===== src/rtl/puf_challenge_gen_pkg.sv =====
// puf_pkg: definitions shared by the PDL PUF challenge generator and the
// response-whitening logic that reuses the LFSR step.
//   state_t        - challenge generator FSM states
//   LFSR_TAPS_64   - feedback mask for x^64+x^63+x^61+x^60+1
//   LFSR_ZERO_SUB  - replacement for an all-zero seed (LFSR lock-up state)
//   lfsr_taps()    - feedback mask table indexed by register width
package puf_pkg;

  typedef enum logic [1:0] {
    IDLE    = 2'd0,
    SETTLE  = 2'd1,
    PRESENT = 2'd2,
    DONE    = 2'd3
  } state_t;

  // Bit i of a mask set means c[i] feeds the XOR that becomes the new LSB.
  localparam logic [63:0] LFSR_TAPS_64  = 64'hD800_0000_0000_0000;
  localparam logic [63:0] LFSR_ZERO_SUB = 64'h1;

  // Maximal-length feedback masks for the supported widths. Any other width
  // returns 0, which degenerates to a plain shift register.
  function automatic logic [63:0] lfsr_taps(input int width);
    case (width)
      8:       return 64'h0000_0000_0000_00B8;
      16:      return 64'h0000_0000_0000_D008;
      32:      return 64'h0000_0000_8020_0003;
      64:      return LFSR_TAPS_64;
      default: return 64'h0;
    endcase
  endfunction

endpackage


===== src/rtl/puf_challenge_gen_if.sv =====
// puf_challenge_gen_if: challenge hand-off between the generator and the
// evaluation/response logic.
//   challenge  - WIDTH-bit challenge driving the input-network dataIn
//   chal_valid - challenge has settled and may be evaluated
//   chal_ready - consumer has captured the response
//   chal_index - index of the current challenge within the burst
interface puf_challenge_gen_if #(
  parameter int WIDTH = 64,
  parameter int CNT_W = 16
);
  logic [WIDTH-1:0] challenge;
  logic             chal_valid;
  logic             chal_ready;
  logic [CNT_W-1:0] chal_index;

  modport master (
    output challenge, chal_valid, chal_index,
    input  chal_ready
  );

  modport slave (
    input  challenge, chal_valid, chal_index,
    output chal_ready
  );
endinterface


===== src/rtl/puf_lfsr_step.sv =====
// puf_lfsr_step: one step of a Fibonacci left-shift LFSR (purely combinational).
//   cur - current register value
//   nxt - value after one shift; the new LSB is the XOR of the tapped bits
module puf_lfsr_step
  import puf_pkg::*;
#(
  parameter int WIDTH = 64
) (
  input  logic [WIDTH-1:0] cur,
  output logic [WIDTH-1:0] nxt
);

  localparam logic [63:0]      TAPS_ALL = lfsr_taps(WIDTH);
  localparam logic [WIDTH-1:0] TAPS     = TAPS_ALL[WIDTH-1:0];

  assign nxt = {cur[WIDTH-2:0], ^(cur & TAPS)};

endmodule


===== src/rtl/puf_challenge_gen.sv =====
// puf_challenge_gen: expands a seed into a burst of LFSR challenges for the
// PDL PUF input network, holding each one for SETTLE_CYCLES before offering
// it over a valid/ready handshake.
//   clk, rst_n       - clock, synchronous active-low reset
//   start            - one-cycle burst command, honoured only in IDLE
//   abort            - ends a burst immediately, highest priority
//   seed             - first challenge (zero is replaced by 1)
//   num_challenges   - burst length, 0 gives an immediate done pulse
//   busy             - high outside IDLE
//   done             - one-cycle pulse when a burst completes normally
//   chal             - challenge/valid/ready/index bundle (master side)
module puf_challenge_gen
  import puf_pkg::*;
#(
  parameter int WIDTH         = 64,
  parameter int CNT_W         = 16,
  parameter int SETTLE_CYCLES = 16
) (
  input  logic                 clk,
  input  logic                 rst_n,
  input  logic                 start,
  input  logic                 abort,
  input  logic [WIDTH-1:0]     seed,
  input  logic [CNT_W-1:0]     num_challenges,
  output logic                 busy,
  output logic                 done,
  puf_challenge_gen_if.master  chal
);

  state_t           state, state_nxt;
  logic [WIDTH-1:0] chal_q, chal_nxt, chal_step;
  logic [CNT_W-1:0] idx_q, idx_nxt;
  logic [CNT_W-1:0] num_q, num_nxt;
  logic [7:0]       cnt_q, cnt_nxt;

  puf_lfsr_step #(.WIDTH(WIDTH)) u_lfsr (
    .cur (chal_q),
    .nxt (chal_step)
  );

  // Every output is a decode of registered state, so chal_ready never has a
  // combinational path to chal_valid.
  assign chal.challenge  = chal_q;
  assign chal.chal_index = idx_q;
  assign chal.chal_valid = (state == PRESENT);
  assign busy            = (state != IDLE);
  assign done            = (state == DONE);

  // State and datapath registers.
  always_ff @(posedge clk) begin
    if (!rst_n) begin
      state  <= IDLE;
      chal_q <= '0;
      idx_q  <= '0;
      num_q  <= '0;
      cnt_q  <= '0;
    end else begin
      state  <= state_nxt;
      chal_q <= chal_nxt;
      idx_q  <= idx_nxt;
      num_q  <= num_nxt;
      cnt_q  <= cnt_nxt;
    end
  end

  // Next-state logic. Abort is checked first so it beats start and a
  // coincident handshake; challenge and index simply hold on abort.
  always_comb begin
    state_nxt = state;
    chal_nxt  = chal_q;
    idx_nxt   = idx_q;
    num_nxt   = num_q;
    cnt_nxt   = cnt_q;

    if (abort && state != IDLE) begin
      state_nxt = IDLE;
    end else begin
      case (state)
        IDLE: begin
          if (start && !abort) begin
            num_nxt = num_challenges;
            if (num_challenges != '0) begin
              chal_nxt  = (seed == '0) ? LFSR_ZERO_SUB[WIDTH-1:0] : seed;
              idx_nxt   = '0;
              cnt_nxt   = '0;
              state_nxt = SETTLE;
            end else begin
              state_nxt = DONE;
            end
          end
        end
        SETTLE: begin
          if (cnt_q == 8'(SETTLE_CYCLES - 1)) begin
            state_nxt = PRESENT;
          end else begin
            cnt_nxt = cnt_q + 8'd1;
          end
        end
        PRESENT: begin
          if (chal.chal_ready) begin
            // num_q is non-zero here, so num_q-1 cannot underflow and the
            // index never wraps even for the maximum burst length.
            if (idx_q == num_q - CNT_W'(1)) begin
              state_nxt = DONE;
            end else begin
              chal_nxt  = chal_step;
              idx_nxt   = idx_q + CNT_W'(1);
              cnt_nxt   = '0;
              state_nxt = SETTLE;
            end
          end
        end
        DONE: begin
          state_nxt = IDLE;
        end
        default: begin
          state_nxt = IDLE;
        end
      endcase
    end
  end

endmodule


===== src/flat_wrapper.sv =====
// flat-port wrapper written by rule: the top's interface ports become plain ports
module puf_challenge_gen_flat import puf_pkg::*;
#(
  parameter int WIDTH         = 64,
  parameter int CNT_W         = 16,
  parameter int SETTLE_CYCLES = 16
)
  (clk, rst_n, start, abort, seed, num_challenges, busy, done, chal_challenge, chal_chal_valid, chal_chal_index, chal_chal_ready);
  puf_challenge_gen_if #(.WIDTH(WIDTH), .CNT_W(CNT_W)) chal_i ();
  input  logic clk;
  input  logic rst_n;
  input  logic start;
  input  logic abort;
  input  logic [WIDTH-1:0] seed;
  input  logic [CNT_W-1:0] num_challenges;
  output logic busy;
  output logic done;
  output wire logic [$bits(chal_i.challenge)-1:0] chal_challenge;
  output wire logic [$bits(chal_i.chal_valid)-1:0] chal_chal_valid;
  output wire logic [$bits(chal_i.chal_index)-1:0] chal_chal_index;
  input wire logic [$bits(chal_i.chal_ready)-1:0] chal_chal_ready;
  assign chal_challenge = chal_i.challenge;
  assign chal_chal_valid = chal_i.chal_valid;
  assign chal_chal_index = chal_i.chal_index;
  assign chal_i.chal_ready = chal_chal_ready;
  puf_challenge_gen #(.WIDTH(WIDTH), .CNT_W(CNT_W), .SETTLE_CYCLES(SETTLE_CYCLES)) u_core (.clk(clk), .rst_n(rst_n), .start(start), .abort(abort), .seed(seed), .num_challenges(num_challenges), .busy(busy), .done(done), .chal(chal_i));
endmodule

===== config.mk =====
export PLATFORM = sky130hd
export DESIGN_NAME = puf_challenge_gen_flat
export DESIGN_NICKNAME = d
export VERILOG_FILES = /design/src/rtl/puf_challenge_gen_pkg.sv /design/src/rtl/puf_challenge_gen_if.sv /design/src/rtl/puf_lfsr_step.sv /design/src/rtl/puf_challenge_gen.sv /design/src/flat_wrapper.sv
export SDC_FILE = /design/constraint.sdc
export NUM_CORES = 1
export LEC_CHECK = 0
export ABC_AREA = 1
export CORE_ASPECT_RATIO = 0.8
export CORE_UTILIZATION = 47
export CTS_BUF_LIST = sky130_fd_sc_hd__clkbuf_8
export DETAILED_ROUTE_END_ITERATION = 6
export PLACE_DENSITY = 0.86
export SYNTH_ARGS = -nofsm -noshare
export SYNTH_HDL_FRONTEND = slang
export SYNTH_HIERARCHICAL = 1
export SYNTH_SLANG_ARGS = --single-unit

===== constraint.sdc =====
create_clock -name clk -period 2 [get_ports clk]
set_clock_uncertainty 0.05 [all_clocks]
set_input_delay 0.4 -clock clk [delete_from_list [all_inputs] [get_ports clk]]
set_output_delay 0.4 -clock clk [all_outputs]
set_load 0.01 [all_outputs]

==> run summary <==
CRITICAL PATH
--------------------------------------------------------------------------------
Slowest cell on crit path                                           sky130_fd_sc_hd__dfxtp_2
Critical path fanouts, max                                                     6
Category of the worst setup path launch point                               flop
Arrival time of data at the critical path endpoint                       2500 ps
Ordered list of cells on the worst path                             inv_4 > ha_4 > inv_2 > nand2_2 > nand2_1 > nand2_1 > nand2_2 > inv_2 > nand2_2 > nor2_4 > nand3_4 > nor2_4 > nand3_4 > nand3_4 > buf_6 > buf_6 > nand2_2 > a21oi_2
Required time at the worst-slack endpoint                                2280 ps
Kind of capture point of the worst setup path                               flop
Crit path top cell by count                                         sky130_fd_sc_hd__nand2_2
Slowest stage delay, CP                                                   350 ps
Critical path type                                                  flop to flop

CELLS AND AREA
--------------------------------------------------------------------------------
Final antenna diode count                                                      0
Fraction of final layout cells with drive strength greater than 1          0.142
Cell Count, Final, Fillers Out                                              1372
Share of the core filled with cells in the final layout                    0.666
Area delta synth->final                                                    36.4%
Number of nets in the final layout                                          1275

CLOCK NETWORK
--------------------------------------------------------------------------------
H-tree level count                                                             3
Clock tree from TritonCTS                                                  built
Clk Tree Root Cell                                                  sky130_fd_sc_hd__clkbuf_8
Clock Latency Late Sink                                                   410 ps
Clock Tree Buf Depth                                                           2
Inserted Clock Buffers                                                         9
Clock transition at the registers of the reported paths                   110 ps
Sinks on Clock Net                                                           106

TIMING
--------------------------------------------------------------------------------
Final setup slack of the worst path                                      -225 ps
Setup-violating endpoint count in the final report                            89
Hold_ws                                                                   440 ps
Slew Viols, Final                                                              0
Final number of hold-violating endpoints                                       0
Share of the clock period used by the worst path after layout               1.11
Tightest slew margin relative to the limit                                 0.696
Actual slew at the worst max-slew pin                                     452 ps
Min Tclk post-route                                                      2220 ps
Setup repair after global routing missed its margin                          yes
Peak clock frequency supported by timing                                 449 MHz

FLOORPLAN
--------------------------------------------------------------------------------
Starting Density                                                           0.489
Area of the die                                                       14800 um^2
Core ar.                                                              13700 um^2
Cell row count                                                                38
Top-level port count                                                         168
Die height                                                                109 um
Overall die width                                                         136 um

SYNTH
--------------------------------------------------------------------------------
Register area share after synthesis                                        0.316
Syn avg cell area                                                      6.44 um^2
Post-synthesis cell count                                                   1043
Fraction of registers with async set/reset                                     0
Flip-flop cell with the highest count after synthesis               sky130_fd_sc_hd__dfxtp_1
Number of synthesized register bits                                          106
Number of enable-type register cells in the synthesized netlist                0
Most frequent cell after synthesis                                  sky130_fd_sc_hd__nand2_1
Netlist area before placement                                          6710 um^2
Post-synthesis cell type with the largest combined area             sky130_fd_sc_hd__dfxtp_1
Number of distinct library cells after synthesis                              31
Total nets after synthesis                                                  1131
Top-area cell type share of the netlist area                               0.316
Yosys warning total                                                            6
Most instantiated cells after synthesis                             269 x sky130_fd_sc_hd__nand2_1, 106 x sky130_fd_sc_hd__dfxtp_1, 96 x sky130_fd_sc_hd__a21oi_1
Top cells by area, synth                                            sky130_fd_sc_hd__dfxtp_1 32%, sky130_fd_sc_hd__nand2_1 15%, sky130_fd_sc_hd__nand4_1 8.7%, sky130_fd_sc_hd__buf_4 8.1%, sky130_fd_sc_hd__a21oi_1 7.2%

POWER AND IR DROP
--------------------------------------------------------------------------------
Overall power consumption                                                11.7 mW
Max VDD drop                                                             1.26 mV
P_leak                                                                   3.69 nW
Cell area power density                                             1270 nW/um^2

GRT
--------------------------------------------------------------------------------
Via count of the first global-routing pass                                  6642
Antenna violations before repair                                               0
Wire length of the first global-routing pass                             32.2 mm
Tot GR Track Use                                                           0.271
GR Overflow Total                                                              0
Largest net degree at the start of global routing                            114

DRT
--------------------------------------------------------------------------------
Number of nets still failing antenna checks after routing                      0
TritonRoute pass-1 iters                                                       5
Routed vias                                                                 7611
Iteration-0 DRC Markers                                                      910
Post-DR wirelength/cell                                                  15.3 um
DRT Wirelength                                                           20.9 mm
DRC errors left                                                                0
Per-cell via count in the routed design                                     5.55

PLACED DESIGN
--------------------------------------------------------------------------------
Routability Congestion                                                     0.877
Placed insts                                                                1342
Count of input and output buffers                                            167
Estimated wirelength of the detail-placed design                         13.6 mm

WORST HOLD PATH
--------------------------------------------------------------------------------
Path class of the lowest-slack min-delay path                       flop to flop

STATUS
--------------------------------------------------------------------------------
Failing checks                                                      negative setup slack
Result of the run                                                   complete, but fails checks

FLOW RUN
--------------------------------------------------------------------------------
Total of max-cap violations                                                    0

[state kept, by name (all words and copies together), names as in the netlist]
signal / cells
u_core/chal.challenge: 64
u_core/chal.chal_index: 16
u_core/num_q: 16
u_core/cnt_q: 8
u_core/state: 2
[kinds of logic after synthesis]
family | count (synthesis) | share of synthesized area
AO/OA/AOI/OAI | 164 | 0.124
XOR/XNOR | 32 | 0.0417
adder cells (fa/ha/maj) | 3 | 0.00559
buffers and inverters | 218 | 0.165
flip-flops | 106 | 0.316
AND/OR/NAND/NOR | 520 | 0.348
[through the flow]
stage / cell area, um^2 / setup TNS, ps / worst slack (ps)
6_report: 9160 / -13070 / -225
5_1_grt: 9160 / -24210 / -363
4_1_cts: 8930 / -16320 / -252
3_5_place_dp: 8580 / -33350 / -421
3_3_place_gp: 8580 / -30890 / -377
2_1_floorplan: 6730 / 0 / 19.1
[layer usage]
metal / wire [um] / up-vias / global-route usage
met4: 358 / 0 / 0.0642
met1: 9280 / 3504 / 0.378
met5: 0 / - / 0
met3: 1720 / 47 / 0.0642
met2: 9570 / 386 / 0.419
li1: - / 3674 / -
[critical path: cells and delay by family, from the launching register on]
family                     cells  cell delay [ps]
adders and majority gates      1              160
DFF                            1              350
and+or+nand+nor               11             1010
buffers and inverters          5              420
AOI/OAI and AO/OA              1              140
[path summary, 6_finish.rpt]
check | startpoint | cells past startpoint | slack, ps | to
hold / removal | u_core/chal.challenge[34]$_SDFFE_PN0P_ | 2 | 440 | u_core/chal.challenge[34]$_SDFFE_PN0P_
hold reg to reg | u_core/chal.challenge[34]$_SDFFE_PN0P_ | 2 | 440 | u_core/chal.challenge[34]$_SDFFE_PN0P_
setup / recovery | u_core/num_q[0]$_SDFFE_PN0P_ | 18 | -220 | u_core/chal.chal_index[15]$_SDFFE_PN0P_
setup reg to reg | u_core/num_q[0]$_SDFFE_PN0P_ | 18 | -220 | u_core/chal.chal_index[15]$_SDFFE_PN0P_
[power by group]
group	internal (mW)	switching [mW]	leakage (nW)
logic	3.14	3.60	2.71
clock network	0.668	0.820	0.112
registers	2.79	0.646	0.868
[layout by cell type (no fill, tap or decap), types with 2 or more instances in the layout]
master and count:
sky130_fd_sc_hd__nand2_1 262, sky130_fd_sc_hd__clkdlybuf4s50_1 164, sky130_fd_sc_hd__dfxtp_1 101, sky130_fd_sc_hd__nand4_1 93
sky130_fd_sc_hd__inv_1 84, sky130_fd_sc_hd__a21oi_1 83, sky130_fd_sc_hd__nor2_1 80, sky130_fd_sc_hd__buf_4 72
sky130_fd_sc_hd__o21ai_0 65, sky130_fd_sc_hd__nand3_1 28, sky130_fd_sc_hd__xor2_1 23, sky130_fd_sc_hd__a21oi_2 13
sky130_fd_sc_hd__buf_12 12, sky130_fd_sc_hd__clkbuf_8 11, sky130_fd_sc_hd__nor3_1 11, sky130_fd_sc_hd__xnor2_1 9
sky130_fd_sc_hd__nor4_1 9, sky130_fd_sc_hd__inv_2 8, sky130_fd_sc_hd__nand2_2 8, sky130_fd_sc_hd__nor2_2 8
sky130_fd_sc_hd__nor2_4 6, sky130_fd_sc_hd__dfxtp_2 5, sky130_fd_sc_hd__nand3_2 4, sky130_fd_sc_hd__clkbuf_16 3
sky130_fd_sc_hd__buf_6 3, sky130_fd_sc_hd__dlygate4sd2_1 3, sky130_fd_sc_hd__nand3_4 3, sky130_fd_sc_hd__inv_6 2
sky130_fd_sc_hd__nand3b_1 2, sky130_fd_sc_hd__or2_2 2, sky130_fd_sc_hd__nor4_2 2, sky130_fd_sc_hd__ha_1 2
[timing repair]
item,in CTS,in global routing
hold buffers,0,0
buffers inserted,2,8
setup endpoints to repair,93,89
gates resized for setup,27,26
gates cloned,1,4
pin swaps,6,19
[cell type report]
class / count / area, um^2
multi-input combinational: 719 / 3670
sequential: 106 / 2130
inverter: 94 / 355
clock buffer: 11 / 151
clock inverter: 5 / 67.6
timing repair buffer: 257 / 2560
tap: 180 / 225
fill: 1143 / 4580
Power figures use the tool's default switching activity.
